===== config.mk =====
export PLATFORM = sky130hd
export DESIGN_NAME = dm_cache_ctrl
export DESIGN_NICKNAME = d
export VERILOG_FILES = /design/src/rtl/cache_definition_pkg.sv /design/src/rtl/dm_cache_ctrl.sv
export SDC_FILE = /design/constraint.sdc
export NUM_CORES = 1
export LEC_CHECK = 0
export BUFFER_PORTS_ARGS = -buffer_cell sky130_fd_sc_hd__buf_2
export CORE_AREA = 2 2 273 275
export CTS_CLUSTER_SIZE = 24
export DETAILED_ROUTE_END_ITERATION = 8
export DIE_AREA = 0 0 275 277
export GPL_TIMING_DRIVEN = 0
export PLACE_DENSITY = 0.5
export SLEW_MARGIN = 20
export SYNTH_ARGS = -nofsm -noshare
export SYNTH_HDL_FRONTEND = slang
export SYNTH_SLANG_ARGS = --single-unit

===== constraint.sdc =====
create_clock -name clk -period 2.3 [get_ports clk]
set_input_delay 0.115 -clock clk [delete_from_list [all_inputs] [get_ports clk]]
set_output_delay 0.115 -clock clk [all_outputs]
set_load 0.005 [all_outputs]

===== src/rtl/cache_definition_pkg.sv =====
// Shared types for the direct-mapped write-back cache: CPU/memory bus payloads,
// tag-table entries and the controller state encoding.
package cache_definition;

  localparam int unsigned ADDR_W  = 32;
  localparam int unsigned WORD_W  = 32;
  localparam int unsigned TAG_W   = 18;
  localparam int unsigned INDEX_W = 10;
  localparam int unsigned BLOCK_W = 128;
  localparam int unsigned WSEL_W  = 2;

  typedef struct packed {
    logic [ADDR_W-1:0] addr;
    logic [WORD_W-1:0] data;
    logic              rw;
    logic              valid;
  } cpu_req_type;

  typedef struct packed {
    logic [WORD_W-1:0] data;
    logic              ready;
  } cpu_result_type;

  typedef struct packed {
    logic [ADDR_W-1:0]  addr;
    logic [BLOCK_W-1:0] data;
    logic               rw;
    logic               valid;
  } mem_req_type;

  typedef struct packed {
    logic [BLOCK_W-1:0] data;
    logic               ready;
  } mem_data_type;

  typedef struct packed {
    logic [INDEX_W-1:0] index;
    logic               we;
  } cache_index_type;

  typedef struct packed {
    logic [TAG_W-1:0] tag;
    logic             valid;
    logic             dirty;
  } cache_table_type;

  typedef enum logic [2:0] {
    INIT,
    IDLE,
    COMPARE_TAG,
    WRITE_BACK,
    ALLOCATE
  } cache_state_type;

endpackage


===== src/rtl/dm_cache_ctrl.sv =====
// Write-back, write-allocate controller for the direct-mapped cache. Sweeps the
// tag table invalid after reset, then serves one CPU word request at a time.
module dm_cache_ctrl
  import cache_definition::*;
#(
  parameter int unsigned NUM_ENTRIES   = 1024,
  parameter bit          INIT_ON_RESET = 1'b1
) (
  input  logic               clk,
  input  logic               rst,
  input  cpu_req_type        cpu_req,
  output cpu_result_type     cpu_res,
  output mem_req_type        mem_req,
  input  mem_data_type       mem_data,
  output cache_index_type    tag_index,
  output cache_table_type    tag_write,
  input  cache_table_type    tag_read,
  output cache_index_type    data_index,
  output logic [BLOCK_W-1:0] data_write,
  input  logic [BLOCK_W-1:0] data_read,
  output logic               busy
);

  cache_state_type     state_q, state_d;
  logic [INDEX_W-1:0]  init_cnt_q, init_cnt_d;
  logic [TAG_W-1:0]    req_tag_q, req_tag_d;
  logic [INDEX_W-1:0]  req_index_q, req_index_d;
  logic [WSEL_W-1:0]   req_word_q, req_word_d;
  logic [WORD_W-1:0]   req_data_q, req_data_d;
  logic                req_rw_q, req_rw_d;
  logic [ADDR_W-1:0]   victim_addr_q, victim_addr_d;
  logic [BLOCK_W-1:0]  victim_data_q, victim_data_d;
  logic                gap_q, gap_d;

  logic                hit;
  logic [6:0]          word_lsb;
  logic                unused_addr_lsb;

  assign hit             = tag_read.valid && (tag_read.tag == req_tag_q);
  assign word_lsb        = {req_word_q, 5'd0};
  assign unused_addr_lsb = ^cpu_req.addr[1:0];

  // State and request/victim registers
  always_ff @(posedge clk) begin
    if (rst) begin
      state_q       <= INIT_ON_RESET ? INIT : IDLE;
      init_cnt_q    <= '0;
      req_tag_q     <= '0;
      req_index_q   <= '0;
      req_word_q    <= '0;
      req_data_q    <= '0;
      req_rw_q      <= 1'b0;
      victim_addr_q <= '0;
      victim_data_q <= '0;
      gap_q         <= 1'b0;
    end else begin
      state_q       <= state_d;
      init_cnt_q    <= init_cnt_d;
      req_tag_q     <= req_tag_d;
      req_index_q   <= req_index_d;
      req_word_q    <= req_word_d;
      req_data_q    <= req_data_d;
      req_rw_q      <= req_rw_d;
      victim_addr_q <= victim_addr_d;
      victim_data_q <= victim_data_d;
      gap_q         <= gap_d;
    end
  end

  // Next state; gap_q forces one idle memory cycle between write-back and refill
  always_comb begin
    state_d       = state_q;
    init_cnt_d    = init_cnt_q;
    req_tag_d     = req_tag_q;
    req_index_d   = req_index_q;
    req_word_d    = req_word_q;
    req_data_d    = req_data_q;
    req_rw_d      = req_rw_q;
    victim_addr_d = victim_addr_q;
    victim_data_d = victim_data_q;
    gap_d         = gap_q;
    unique case (state_q)
      INIT: begin
        init_cnt_d = init_cnt_q + INDEX_W'(1);
        if (init_cnt_q == INDEX_W'(NUM_ENTRIES - 1)) state_d = IDLE;
      end
      IDLE: begin
        if (cpu_req.valid) begin
          req_tag_d   = cpu_req.addr[31:14];
          req_index_d = cpu_req.addr[13:4];
          req_word_d  = cpu_req.addr[3:2];
          req_data_d  = cpu_req.data;
          req_rw_d    = cpu_req.rw;
          state_d     = COMPARE_TAG;
        end
      end
      COMPARE_TAG: begin
        if (hit) begin
          state_d = IDLE;
        end else if (tag_read.valid && tag_read.dirty) begin
          victim_addr_d = {tag_read.tag, req_index_q, 4'b0000};
          victim_data_d = data_read;
          state_d       = WRITE_BACK;
        end else begin
          state_d = ALLOCATE;
        end
      end
      WRITE_BACK: begin
        if (mem_data.ready) begin
          gap_d   = 1'b1;
          state_d = ALLOCATE;
        end
      end
      ALLOCATE: begin
        if (gap_q) begin
          gap_d = 1'b0;
        end else if (mem_data.ready) begin
          state_d = COMPARE_TAG;
        end
      end
      default: state_d = IDLE;
    endcase
  end

  // Outputs decoded from state; everything held low while rst is asserted
  always_comb begin
    cpu_res    = '0;
    mem_req    = '0;
    tag_index  = '0;
    tag_write  = '0;
    data_index = '0;
    data_write = '0;
    busy       = (state_q != IDLE);
    unique case (state_q)
      INIT: begin
        tag_index.index = init_cnt_q;
        tag_index.we    = 1'b1;
      end
      COMPARE_TAG: begin
        tag_index.index  = req_index_q;
        data_index.index = req_index_q;
        if (hit) begin
          cpu_res.ready = 1'b1;
          cpu_res.data  = data_read[word_lsb +: WORD_W];
          if (req_rw_q) begin
            data_write                      = data_read;
            data_write[word_lsb +: WORD_W]  = req_data_q;
            data_index.we                   = 1'b1;
            tag_write                       = '{tag: req_tag_q, valid: 1'b1, dirty: 1'b1};
            tag_index.we                    = 1'b1;
          end
        end
      end
      WRITE_BACK: begin
        tag_index.index  = req_index_q;
        data_index.index = req_index_q;
        mem_req          = '{addr: victim_addr_q, data: victim_data_q, rw: 1'b1, valid: 1'b1};
      end
      ALLOCATE: begin
        tag_index.index  = req_index_q;
        data_index.index = req_index_q;
        mem_req.addr     = {req_tag_q, req_index_q, 4'b0000};
        mem_req.valid    = !gap_q;
        if (!gap_q && mem_data.ready) begin
          data_write    = mem_data.data;
          data_index.we = 1'b1;
          tag_write     = '{tag: req_tag_q, valid: 1'b1, dirty: 1'b0};
          tag_index.we  = 1'b1;
        end
      end
      default: ;
    endcase
    if (rst) begin
      cpu_res    = '0;
      mem_req    = '0;
      tag_index  = '0;
      tag_write  = '0;
      data_index = '0;
      data_write = '0;
      busy       = 1'b0;
    end
  end

endmodule


# [After elaboration in Yosys (flattened, before gate mapping)]
# Index checks and enable logic that the tools add are counted.
[totals] ff_bits=233 input_bits=345 output_inout_bits=366 word_cells=77
[op_classes] addsub=2 eq_ne=12 n_shift=3 n_mux=38 n_bitwise=1 reduce_logical=11
[ops] cell="two-way mux 128 bit" n=4
[ops] cell="one-hot mux 128 bit (2 select lines)" n=1
[ops] cell="two-way mux 162 bit" n=1
[ops] cell="two-way mux 129 bit" n=1
[ops] cell="bitwise mux 128 bit" n=1
[ops] cell="variable shift 32 x 9 -> 128 bit (first input constant)" n=1
[ops] cell="indexed part select 128 x 8 -> 32 bit" n=1
[ops] cell="indexed part select 32 x 9 -> 128 bit" n=1
[ops] cell="two-way mux 33 bit" n=3
[ops] cell="two-way mux 20 bit" n=4
[ops] cell="one-hot mux 32 bit (2 select lines)" n=1
[ops] cell="one-hot mux 20 bit (2 select lines)" n=1
[ops] cell="two-way mux 11 bit" n=2
[ops] cell="two-way mux 3 bit" n=7
[ops] cell="one-hot mux 10 bit (2 select lines)" n=1
[ops] cell="equality test 18 bit" n=1
[ops] cell="one-hot mux 3 bit (5 select lines)" n=1
[ops] cell="adder 10 x 1 -> 10 bit (second input constant)" n=1
[ops] cell="equality test 10 bit (second input constant)" n=1
[ops] cell="two-way mux 10 bit" n=1
[ops] cell="inequality test 2 bit (second input constant)" n=5
[ops] cell="negation 7 -> 9 bit" n=1
[ops] cell="equality test 3 x 2 -> 1 bit (second input constant)" n=2
[ops] cell="one-hot mux 1 bit (2 select lines)" n=3
[ops] cell="14 further kinds" n=21

# [Depth between registers and ports, before layout]
# Gate-level depths: netlist (run 1).
[depth] ltp_word=7 depth_mapped=9 depth_no_buf=6

# [Worst setup path before layout (run 1)]
# No wires, ideal clock.
[synth_timing] path_kind="reg2out" from="register req_word_q[1]" to="output port data_write[100]" arrival_time_ps=2324 required_ps=2185 path_slack_ps=-139 path_stages_with_launch=9 cell_sequence="dfxtp_1 -> clkbuf_1 -> buf_1 -> inv_1 -> ha_1 -> nor4b_2 -> clkbuf_1 -> a21oi_1 -> o21ai_0"
[synth_via] elab_chain_len=7 word_cells_on_any_way=8 cone_classes="add/sub (1); shift (2); mux (5)"
[synth_rtl] item="start: declaration" line_no="dm_cache_ctrl.sv:28" text="logic [WSEL_W-1:0] req_word_q, req_word_d;"
[synth_rtl] item="start signal: assignment" line_no="dm_cache_ctrl.sv:61" text="req_word_q <= req_word_d;"
[synth_rtl] item="negation 7 -> 9 bit *" line_no="dm_cache_ctrl.sv:147" text="data_write[word_lsb +: WORD_W] = req_data_q;"
[synth_rtl] item="indexed part select 32 x 9 -> 128 bit / variable shift 32 x 9 -> 128 bit (equally long branches)" line_no="dm_cache_ctrl.sv:147"
[synth_rtl] item="bitwise mux 128 bit *" line_no="dm_cache_ctrl.sv:147"
[synth_rtl] item="two-way mux 128 bit *" line_no="dm_cache_ctrl.sv:145" text="if (req_rw_q) begin"
[synth_rtl] item="two-way mux 128 bit *" line_no="dm_cache_ctrl.sv:142" text="if (hit) begin"
[synth_rtl] item="one-hot mux 128 bit (2 select lines) *" line_no="dm_cache_ctrl.sv:134" text="unique case (state_q)"
[synth_rtl] item="two-way mux 128 bit *" line_no="dm_cache_ctrl.sv:173" text="if (rst) begin"
[synth_rtl] item="end: declaration" line_no="dm_cache_ctrl.sv:19" text="output logic [BLOCK_W-1:0] data_write,"
# Mark *: on every way between the ends. The rest lies on a longest branch, timed or not.

# [Worst setup path in the final report (run 1)]
[layout_timing] from="register req_tag_q[9]" to="output port data_write[52]"
[layout_via] elab_chain_len=5
[layout_rtl] item="start: declaration" line_no="dm_cache_ctrl.sv:26" text="logic [TAG_W-1:0] req_tag_q, req_tag_d;"
[layout_rtl] item="start signal: assignment" line_no="dm_cache_ctrl.sv:59" text="req_tag_q <= req_tag_d;"
[layout_rtl] item="equality test 18 bit" line_no="dm_cache_ctrl.sv:39" text="assign hit = tag_read.valid && (tag_read.tag == req_tag_q);"
[layout_rtl] item="logical AND 1 bit" line_no="dm_cache_ctrl.sv:39"
[layout_rtl] item="two-way mux 128 bit" line_no="dm_cache_ctrl.sv:142"
[layout_rtl] item="one-hot mux 128 bit (2 select lines)" line_no="dm_cache_ctrl.sv:134"
[layout_rtl] item="two-way mux 128 bit" line_no="dm_cache_ctrl.sv:173"
# Every way passes these cells.

==> impl_metrics.json, run 1 <==
{
  "outcome": "finished with violations",
  "violations": "setup timing",
  "wl_per_cell_um": 27.6,
  "clkTransAtPathRegs_ps": 60,
  "crit_arrival_ps": 2840,
  "drt_iter0_drc": 1287,
  "fp.dieArea_um2": 76200,
  "cts_tree": "yes",
  "nets": 3089,
  "power.density_nw_per_um2": 496,
  "route.met3.wl_um": 8290,
  "slew_viol_final": 0,
  "grt_pass1_vias": 17317,
  "start_util": 0.183,
  "coreArea_um2": 73600,
  "worst_pin_slew_ps": 836,
  "drc": 0,
  "fin_setup_tns_ps": -125110,
  "dp_hpwl_um": 72000,
  "cts_made_buffers": 30,
  "synth_top_area_frac": 0.347,
  "endpoint_kind": "primary output",
  "criticalPathCategory": "flip-flop to primary output",
  "power.leakage_nw": 11.8,
  "finalHoldViolations": 0,
  "grt_antenna_before_repair": 19,
  "setup_viol": 391,
  "max_freq_ghz": 0.339,
  "insertion_delay_ps": 590,
  "finalCritPeriodShare": 1.28,
  "timing.final.ws_setup_ps": -651,
  "ios": 711,
  "synth_flop_cell": "dfxtp_1",
  "grt_max_degree": 15,
  "cts_max_path_buffers": 3,
  "die_x_um": 275,
  "synth.area.top_cells": "dfxtp_1, a22o_1, nand2_1",
  "cts-root-buf": "clkbuf_16",
  "drtPass1Iterations": 5,
  "grt_pass1_wl_um": 135000,
  "via_per_inst": 4.81,
  "track_usage": 0.250,
  "syn_area_um2": 13500,
  "yosys_warnings": 0,
  "clock_sinks": 233,
  "ir_drop_v": 0.000550,
  "wl_met2_um": 48400,
  "m1WireLength_um": 42700,
  "synthArstFlopShare": 0,
  "clock_skew_ps": 9.83,
  "num_rows": 100,
  "place_worst_setup_slack_ps": -2320,
  "wl_um": 103000,
  "avgSynthCellArea_um2": 8.09,
  "htreeDepth": 1,
  "hp-class": "input port to flip-flop",
  "ant_nets": 0,
  "cp.required_ps": 2180,
  "relSlewSlack": 0.442,
  "die_h_um": 277,
  "yosysTopAreaCell": "dfxtp_1",
  "cap_viol_max_count": 0,
  "synthCells": 1662,
  "synth_enable_flop_cells": 0,
  "grt_overflow": 0,
  "start_kind": "flip-flop",
  "ys_types": 47,
  "period_minus_slack_ps": 2950,
  "ys_seq_area_frac": 0.347,
  "highest_layer": "met5",
  "drive_above_1_share": 0.509,
  "ys_ff_latch": 233,
  "place_congestion": 0.916,
  "syn_to_final_growth_pct": 99.2,
  "io_buffer_count": 703,
  "vias": 17942,
  "crit_fanout": 5,
  "rsz0062_at_grt": "yes"
}
-- cell families (layout without fill, tap and decap cells) --
logic type	after synthesis	after routing	share of synthesized area
AO/OA/AOI/OAI	553	553	0.266
XOR/XNOR	25	25	0.0163
adder cells (fa/ha/maj)	6	6	0.00558
buffers and inverters	163	1256	0.0575
flip-flops	233	233	0.347
multiplexers	45	45	0.0643
other	1	11	0.000279
AND/OR/NAND/NOR	636	636	0.243
-- registers in the layout, summed over array words and instances (netlist names) --
| name | cells |
|---|---|
| victim_data_q | 128 |
| req_data_q | 32 |
| victim_addr_q | 28 |
| req_tag_q | 18 |
| init_cnt_q | 10 |
| req_index_q | 10 |
| state_q | 3 |
| req_word_q | 2 |
| gap_q | 1 |
| req_rw_q | 1 |
-- area by class of cell --
cell class | instances | area [um^2]
Tap cell | 969 | 1210
Sequential cell | 233 | 4700
Multi-Input combinational cell | 1269 | 9680
Buffer | 147 | 1890
Antenna cell | 7 | 17.5
Clock buffer | 41 | 873
Clock inverter | 11 | 120
Timing Repair Buffer | 1049 | 8260
Inverter | 8 | 47.5
Fill cell | 7562 | 46800
-- synthesized netlist by cell type, types with 2 or more instances --
master and count:
a21boi_1 8, a21boi_2 9, a21oi_1 199, a22o_1 185, a22oi_1 10, a31oi_1 2, and2_1 138, and3_1 5
buf_1 3, buf_2 27, buf_4 21, buf_6 2, buf_8 2, clkbuf_1 91, clkbuf_2 9, dfxtp_1 233
ha_1 6, inv_1 8, mux2_2 11, mux2i_1 2, mux4_2 32, nand2_1 270, nand2b_1 3, nand3_1 5
nand4_1 11, nor2_1 28, nor2b_1 161, nor3_1 4, nor3_2 2, o21ai_0 131, o21ai_1 4, or3_1 2
xnor2_1 19, xor2_1 6
-- through the flow --
| stage | util | instance area (um^2) | hold WS, ps | power (mW) | std cells |
|---|---|---|---|---|---|
| CTS | 0.345 | 25400 | 16.5 | 13.2 | 3704 |
| floorplan | - | 13500 | 240 | 5.75 | 1665 |
| finish | 0.364 | 26800 | 79.5 | 13.3 | 3734 |
| detailed placement | 0.248 | 18300 | 357 | 7.14 | 3341 |
| global placement | 0.247 | 18200 | 351 | 7.10 | 3337 |
| global route | 0.364 | 26800 | 124 | 13.8 | 3733 |
-- where the power goes --
group / switching (mW) / internal (mW) / total (mW)
logic: 2.10 / 1.73 / 3.83
clock network: 2.08 / 2.86 / 4.94
registers: 0.305 / 4.23 / 4.53
-- layout by cell type (no fill, tap or decap), types with 32 or more instances in the layout --
master | netlist | final
and2_4 | 0 | 94
nand2_1 | 270 | 266
a22o_1 | 185 | 184
dlygate4sd3_1 | 0 | 211
mux4_2 | 32 | 32
and2_1 | 138 | 44
a21oi_2 | 0 | 38
buf_2 | 27 | 600
clkbuf_16 | 0 | 84
dfxtp_1 | 233 | 216
nor2b_1 | 161 | 144
buf_12 | 0 | 41
o21ai_2 | 0 | 81
buf_4 | 21 | 63
a21oi_1 | 199 | 131
buf_6 | 2 | 137
-- repair_timing --
| action | 4_1_cts | 5_1_grt |
|---|---|---|
| setup endpoints to repair | 551 | 506 |
| hold buffers | 211 | 0 |
| pin swaps | 172 | 111 |
| cloned | 33 | 17 |
| hold endpoints to repair | 212 | 0 |
| buffers inserted | 70 | 31 |
| gates resized for setup | 757 | 339 |
-- worst max-delay path, stage by stage (launching register included) --
cell and delay [ps]:
dfxtp_2 340, xnor2_2 160, nand4_1 220, nor4_4 420
nand4_4 140, buf_12 170, buf_12 140, buf_12 140
buf_12 140, o21ai_2 190, buf_2 150
-- final timing paths --
path                                   startpoint                              end  slack [ps]  depth (start not counted)
setup reg to reg          state_q[2]$_SDFFE_PP0P_      req_data_q[20]$_SDFFE_PP0P_         -80                         10
hold / removal                        tag_read[0]          state_q[0]$_SDFFE_PP0P_          80                          5
setup / recovery        req_tag_q[9]$_SDFFE_PP0P_                   data_write[52]        -650                         10
hold reg to reg   victim_data_q[119]$_SDFFE_PP0P_  victim_data_q[119]$_SDFFE_PP0P_         470                          1
-- per-layer routing --
metal / vias up / track usage
met1: 8782 / 0.320
met2: 963 / 0.413
li1: 7993 / -
met3: 192 / 0.0574
met5: - / 0
met4: 12 / 0.0790
(Power assumes the default switching activity.)
==> inputs of run 2 (changes only) <==
CTS_CLUSTER_SIZE = unset   (was 24)
SKIP_CTS_REPAIR_TIMING = 1   (was unset)
==> impl_metrics.json, run 2 (synthesized netlist as in run 1, its figures left out) <==
{
  "final_common_cell": "buf_2",
  "place_worst_setup_slack_ps": -2320,
  "grt_use_met2": 0.369,
  "clock_sinks": 233,
  "power.leakage_nw": 10.4,
  "finalHoldViolations": 2,
  "criticalPathCategory": "flip-flop to primary output",
  "largest-register": "victim_data_q",
  "design_area_um2": 23200,
  "critPathMaxStageDelay_ps": 400,
  "drt_iter0_drc": 1189,
  "cp_cell_sequence": "xnor2_1, nand4_1, nor4_4, nand4_4, buf_12, buf_12, buf_16, buf_12, a21boi_2, buf_2",
  "holdWs_ps": -200,
  "critPathSlowestCell": "nor4_4",
  "worst_pin_slew_ps": 1060,
  "setup_viol": 551,
  "via_per_inst": 4.66,
  "postPlaceCellArea_um2": 18300,
  "dp_hpwl_um": 72000,
  "num_rows": 100,
  "die_x_um": 275,
  "grt_antenna_before_repair": 20,
  "relSlewSlack": 0.291,
  "rsz0062_at_grt": "yes",
  "top_regs": "victim_data_q: 128 flops, req_data_q: 32 flops, victim_addr_q: 28 flops",
  "outcome": "finished with violations",
  "nets": 2995,
  "layout_common_cells": "buf_2, nand2_1, dfxtp_1",
  "fin_setup_tns_ps": -174760,
  "largest_reg_flops": 128,
  "start_kind": "flip-flop",
  "io_buffer_count": 703,
  "place_congestion": 0.916,
  "crit_fanout": 6,
  "cts_max_path_buffers": 3,
  "drive_above_1_share": 0.408,
  "clock_skew_ps": 15.1,
  "start_util": 0.183,
  "crit_arrival_ps": 2890,
  "period_minus_slack_ps": 3000,
  "violations": "hold timing, setup timing",
  "drtPass1Iterations": 7,
  "slew_viol_final": 0,
  "fp.dieArea_um2": 76200,
  "wl_per_cell_um": 26.2,
  "power.density_nw_per_um2": 546,
  "coreArea_um2": 73600,
  "cts-root-buf": "clkbuf_16",
  "timing.final.ws_setup_ps": -702,
  "endpoint_kind": "primary output",
  "syn_to_final_growth_pct": 72.3,
  "grt_pass1_vias": 15121,
  "grtUsageMet3": 0.0519,
  "ir_drop_v": 0.000542,
  "grt_pass1_wl_um": 122000,
  "use_met1": 0.301,
  "drc": 0,
  "cp_common_cell": "buf_12",
  "busiest_layer": "met2",
  "clkTransAtPathRegs_ps": 60,
  "cp.required_ps": 2180,
  "die_h_um": 277,
  "vias": 16957,
  "grt_max_degree": 15,
  "cap_viol_max_count": 0,
  "ios": 711,
  "finalCritPeriodShare": 1.31,
  "cts_made_buffers": 30,
  "cts_tree": "yes",
  "ant_nets": 0,
  "insertion_delay_ps": 590,
  "htreeDepth": 1,
  "hp-class": "input port to flip-flop",
  "wl_um": 95500,
  "cp_num_buf_inv": 5,
  "track_usage": 0.228,
  "max_freq_ghz": 0.333,
  "grt_overflow": 0,
  "cp_top_family": "simple AND/OR/NAND/NOR gates"
}
-- run 2: cell types whose count changed in the layout (fill, tap and decap cells not counted), moves of 28 or more --
cell,previous run,this run
buf_2,600,718
and2_1,44,138
a21oi_1,131,178
and2_4,94,0
clkbuf_16,84,39
buf_6,137,23
o21ai_2,81,48
a21oi_2,38,10
-- run 2: layout make-up --
| class | instances | area (um^2) |
|---|---|---|
| flip-flops and latches | 233 | 4690 |
| fillers | 7909 | 50400 |
| clock buffers | 41 | 873 |
| plain buffers | 155 | 1270 |
| diodes | 9 | 22.5 |
| multi-input cells | 1269 | 8770 |
| clock inverters | 11 | 120 |
| inverters | 8 | 37.5 |
| repair buffers | 947 | 6170 |
| well taps | 969 | 1210 |
-- run 2: layer usage --
layer  vias to the layer above  share of wire
li1                       7805              -
met1                      8194           0.44
met2                       809           0.46
met3                       137          0.069
met4                        12          0.030
met5                         -        0.00083
-- run 2: worst reg2reg max path, delay by kind of cell (launching register included) --
kind / cells / cell delay (ps)
compound gates: 1 / 390
buf+inv: 3 / 1130
flops: 1 / 300
simple gates: 3 / 680
-- run 2: path summary, 6_finish.rpt --
check / cells past startpoint / slack, ps / from / endpoint
setup / recovery: 10 / -700 / req_tag_q[14]$_SDFFE_PP0P_ / tag_write[13]
hold / removal: 2 / -200 / tag_read[12] / victim_addr_q[24]$_SDFFE_PP0P_
setup reg to reg: 7 / -360 / state_q[1]$_SDFFE_PP0P_ / req_word_q[0]$_SDFFE_PP0P_
hold reg to reg: 1 / 470 / victim_data_q[89]$_SDFFE_PP0P_ / victim_data_q[89]$_SDFFE_PP0P_
-- run 2: through the flow --
| step | std cells | utilization | power [mW] | hold WS (ps) |
|---|---|---|---|---|
| floorplan | 1665 | - | 5.75 | 240 |
| global placement | 3337 | 0.247 | 7.10 | 351 |
| detailed placement | 3341 | 0.248 | 7.14 | 357 |
| CTS | 3393 | 0.262 | 12.1 | -287 |
| global route | 3639 | 0.315 | 13.1 | -229 |
| finish | 3642 | 0.315 | 12.6 | -200 |
-- run 2: power by group --
part	internal [mW]	switching, mW
sequential	4.23	0.269
clock	2.86	2.06
combinational	1.36	1.87
==> inputs of run 3 (changes only) <==
CTS_BUF_LIST = sky130_fd_sc_hd__clkbuf_2   (was unset)
CTS_CLUSTER_DIAMETER = 150   (was unset)
SKIP_LAST_GASP = 1   (was unset)
==> impl_metrics.json, run 3 (synthesized netlist as in run 1, its figures left out) <==
{
  "finalCritPeriodShare": 1.53,
  "track_usage": 0.231,
  "drive_above_1_share": 0.384,
  "layout_common_cells": "buf_2, dlygate4sd3_1, nand2_1",
  "die_h_um": 277,
  "cts-root-buf": "clkbuf_2",
  "max_freq_ghz": 0.283,
  "violations": "setup timing",
  "setup_viol": 564,
  "ir_drop_v": 0.000266,
  "r2r.worst_path.cells": 7,
  "cap_viol_max_count": 0,
  "drtPass1Iterations": 5,
  "insertion_delay_ps": 1070,
  "vias": 18389,
  "period_minus_slack_ps": 3530,
  "num_rows": 100,
  "clock_sinks": 233,
  "crit_arrival_ps": 3420,
  "cts_made_buffers": 71,
  "crit_path_end": "tag_write[13]",
  "clkTransAtPathRegs_ps": 100,
  "regToRegSetupSlack_ps": -630,
  "worst_pin_slew_ps": 1150,
  "largest-register": "victim_data_q",
  "rr_startpoint": "state_q[2]$_SDFFE_PP0P_",
  "cp-startpoint": "req_tag_q[14]$_SDFFE_PP0P_",
  "io_buffer_count": 703,
  "rr_endpoint": "req_word_q[0]$_SDFFE_PP0P_",
  "wl_um": 99300,
  "grt_antenna_before_repair": 20,
  "endpoint_kind": "primary output",
  "p_total_mw": 11.4,
  "dp_hpwl_um": 72000,
  "final_common_cell": "buf_2",
  "drt_iter0_drc": 1252,
  "hp-class": "input port to flip-flop",
  "holdWs_ps": 74.9,
  "crit_fanout": 6,
  "power.leakage_nw": 11.2,
  "slew_viol_final": 0,
  "coreArea_um2": 73600,
  "start_kind": "flip-flop",
  "relSlewSlack": 0.235,
  "ant_nets": 0,
  "finalHoldViolations": 0,
  "wl_per_cell_um": 25.4,
  "cts_max_path_buffers": 3,
  "top_regs": "victim_data_q: 128 flops, req_data_q: 32 flops, victim_addr_q: 28 flops",
  "largest_reg_flops": 128,
  "criticalPathCategory": "flip-flop to primary output",
  "grt_pass1_wl_um": 123000,
  "rsz0062_at_grt": "yes",
  "grt_max_degree": 11,
  "fillCellCount": 7881,
  "timing.final.ws_setup_ps": -1230,
  "cts_tree": "yes",
  "fp.dieArea_um2": 76200,
  "power.density_nw_per_um2": 461,
  "cp.required_ps": 2180,
  "nets": 3253,
  "grt_pass1_vias": 15483,
  "htreeDepth": 3,
  "grt_overflow": 0,
  "die_x_um": 275,
  "start_util": 0.183,
  "outcome": "finished with violations",
  "final_util": 0.336,
  "ios": 711,
  "via_per_inst": 4.69,
  "place_congestion": 0.916,
  "dp_cells": 3341,
  "layout.cells.non_filler": 3918,
  "clock_skew_ps": 68.8,
  "syn_to_final_growth_pct": 83.6,
  "drc": 0
}
## run 3: changes by cell type in the layout (fill, tap and decap cells not counted), sizes merged, moves of 2 or more
cell         before  now
dlygate4sd3     209  427
diode             9   15
clkbuf          106  160
clkinv            4    8
buf             828  824
inv               8    6
## run 3: worst min path at each step
stage / start / end / slack, ps / cells after the start
3_5_place_dp: tag_read[9] / victim_addr_q[21]$_SDFFE_PP0P_ / 360 / 2
2_1_floorplan: tag_read[3] / victim_addr_q[15]$_SDFFE_PP0P_ / 240 / 1
6_report: mem_data[0] / state_q[2]$_SDFFE_PP0P_ / 70 / 5
5_1_grt: mem_data[0] / state_q[2]$_SDFFE_PP0P_ / -20 / 5
3_3_place_gp: tag_read[17] / victim_addr_q[29]$_SDFFE_PP0P_ / 350 / 2
4_1_cts: cpu_req[21] / req_data_q[19]$_SDFFE_PP0P_ / -850 / 3
## run 3: layout make-up
type	count	area, um^2	share of cell area
diodes	15	37.5	0.00152
plain buffers	155	1170	0.0474
clock buffers	92	460	0.0186
clock inverters	13	138	0.00557
inverters	8	37.5	0.00152
multi-input cells	1269	8660	0.351
flip-flops and latches	233	4690	0.190
well taps	969	1210	0.0491
repair buffers	1164	8300	0.336
## run 3: critical path, cell delays in order (launching register included)
cell,delay (ps)
dfxtp_2,360
xnor2_1,190
nand4_1,270
nor4_4,410
nand4_4,150
buf_12,180
buf_12,160
buf_16,160
buf_12,140
a21boi_2,160
buf_2,140
## run 3: metal layers
| layer | up-vias | share of wire | GRT usage |
|---|---|---|---|
| li1 | 8337 | - | - |
| met5 | - | 0.00041 | 0 |
| met1 | 8766 | 0.42 | 0.296 |
| met2 | 1043 | 0.46 | 0.370 |
| met3 | 237 | 0.086 | 0.0639 |
| met4 | 6 | 0.039 | 0.0753 |
## run 3: where the power goes
part | internal [mW] | total (mW) | switching [mW]
Clock | 1.39 | 3.46 | 2.06
Sequential | 4.22 | 4.48 | 0.264
Combinational | 1.54 | 3.45 | 1.91
## run 3: per-stage QoR
stage,TNS (ps),area [um^2],setup slack (ps)
final,-431270,24700,-1230
after global routing,-568680,24700,-1450
after CTS,-870380,18900,-3530
after global placement,-497860,18200,-2640
after floorplan,0,13500,14.3
after detailed placement,-434640,18300,-2320
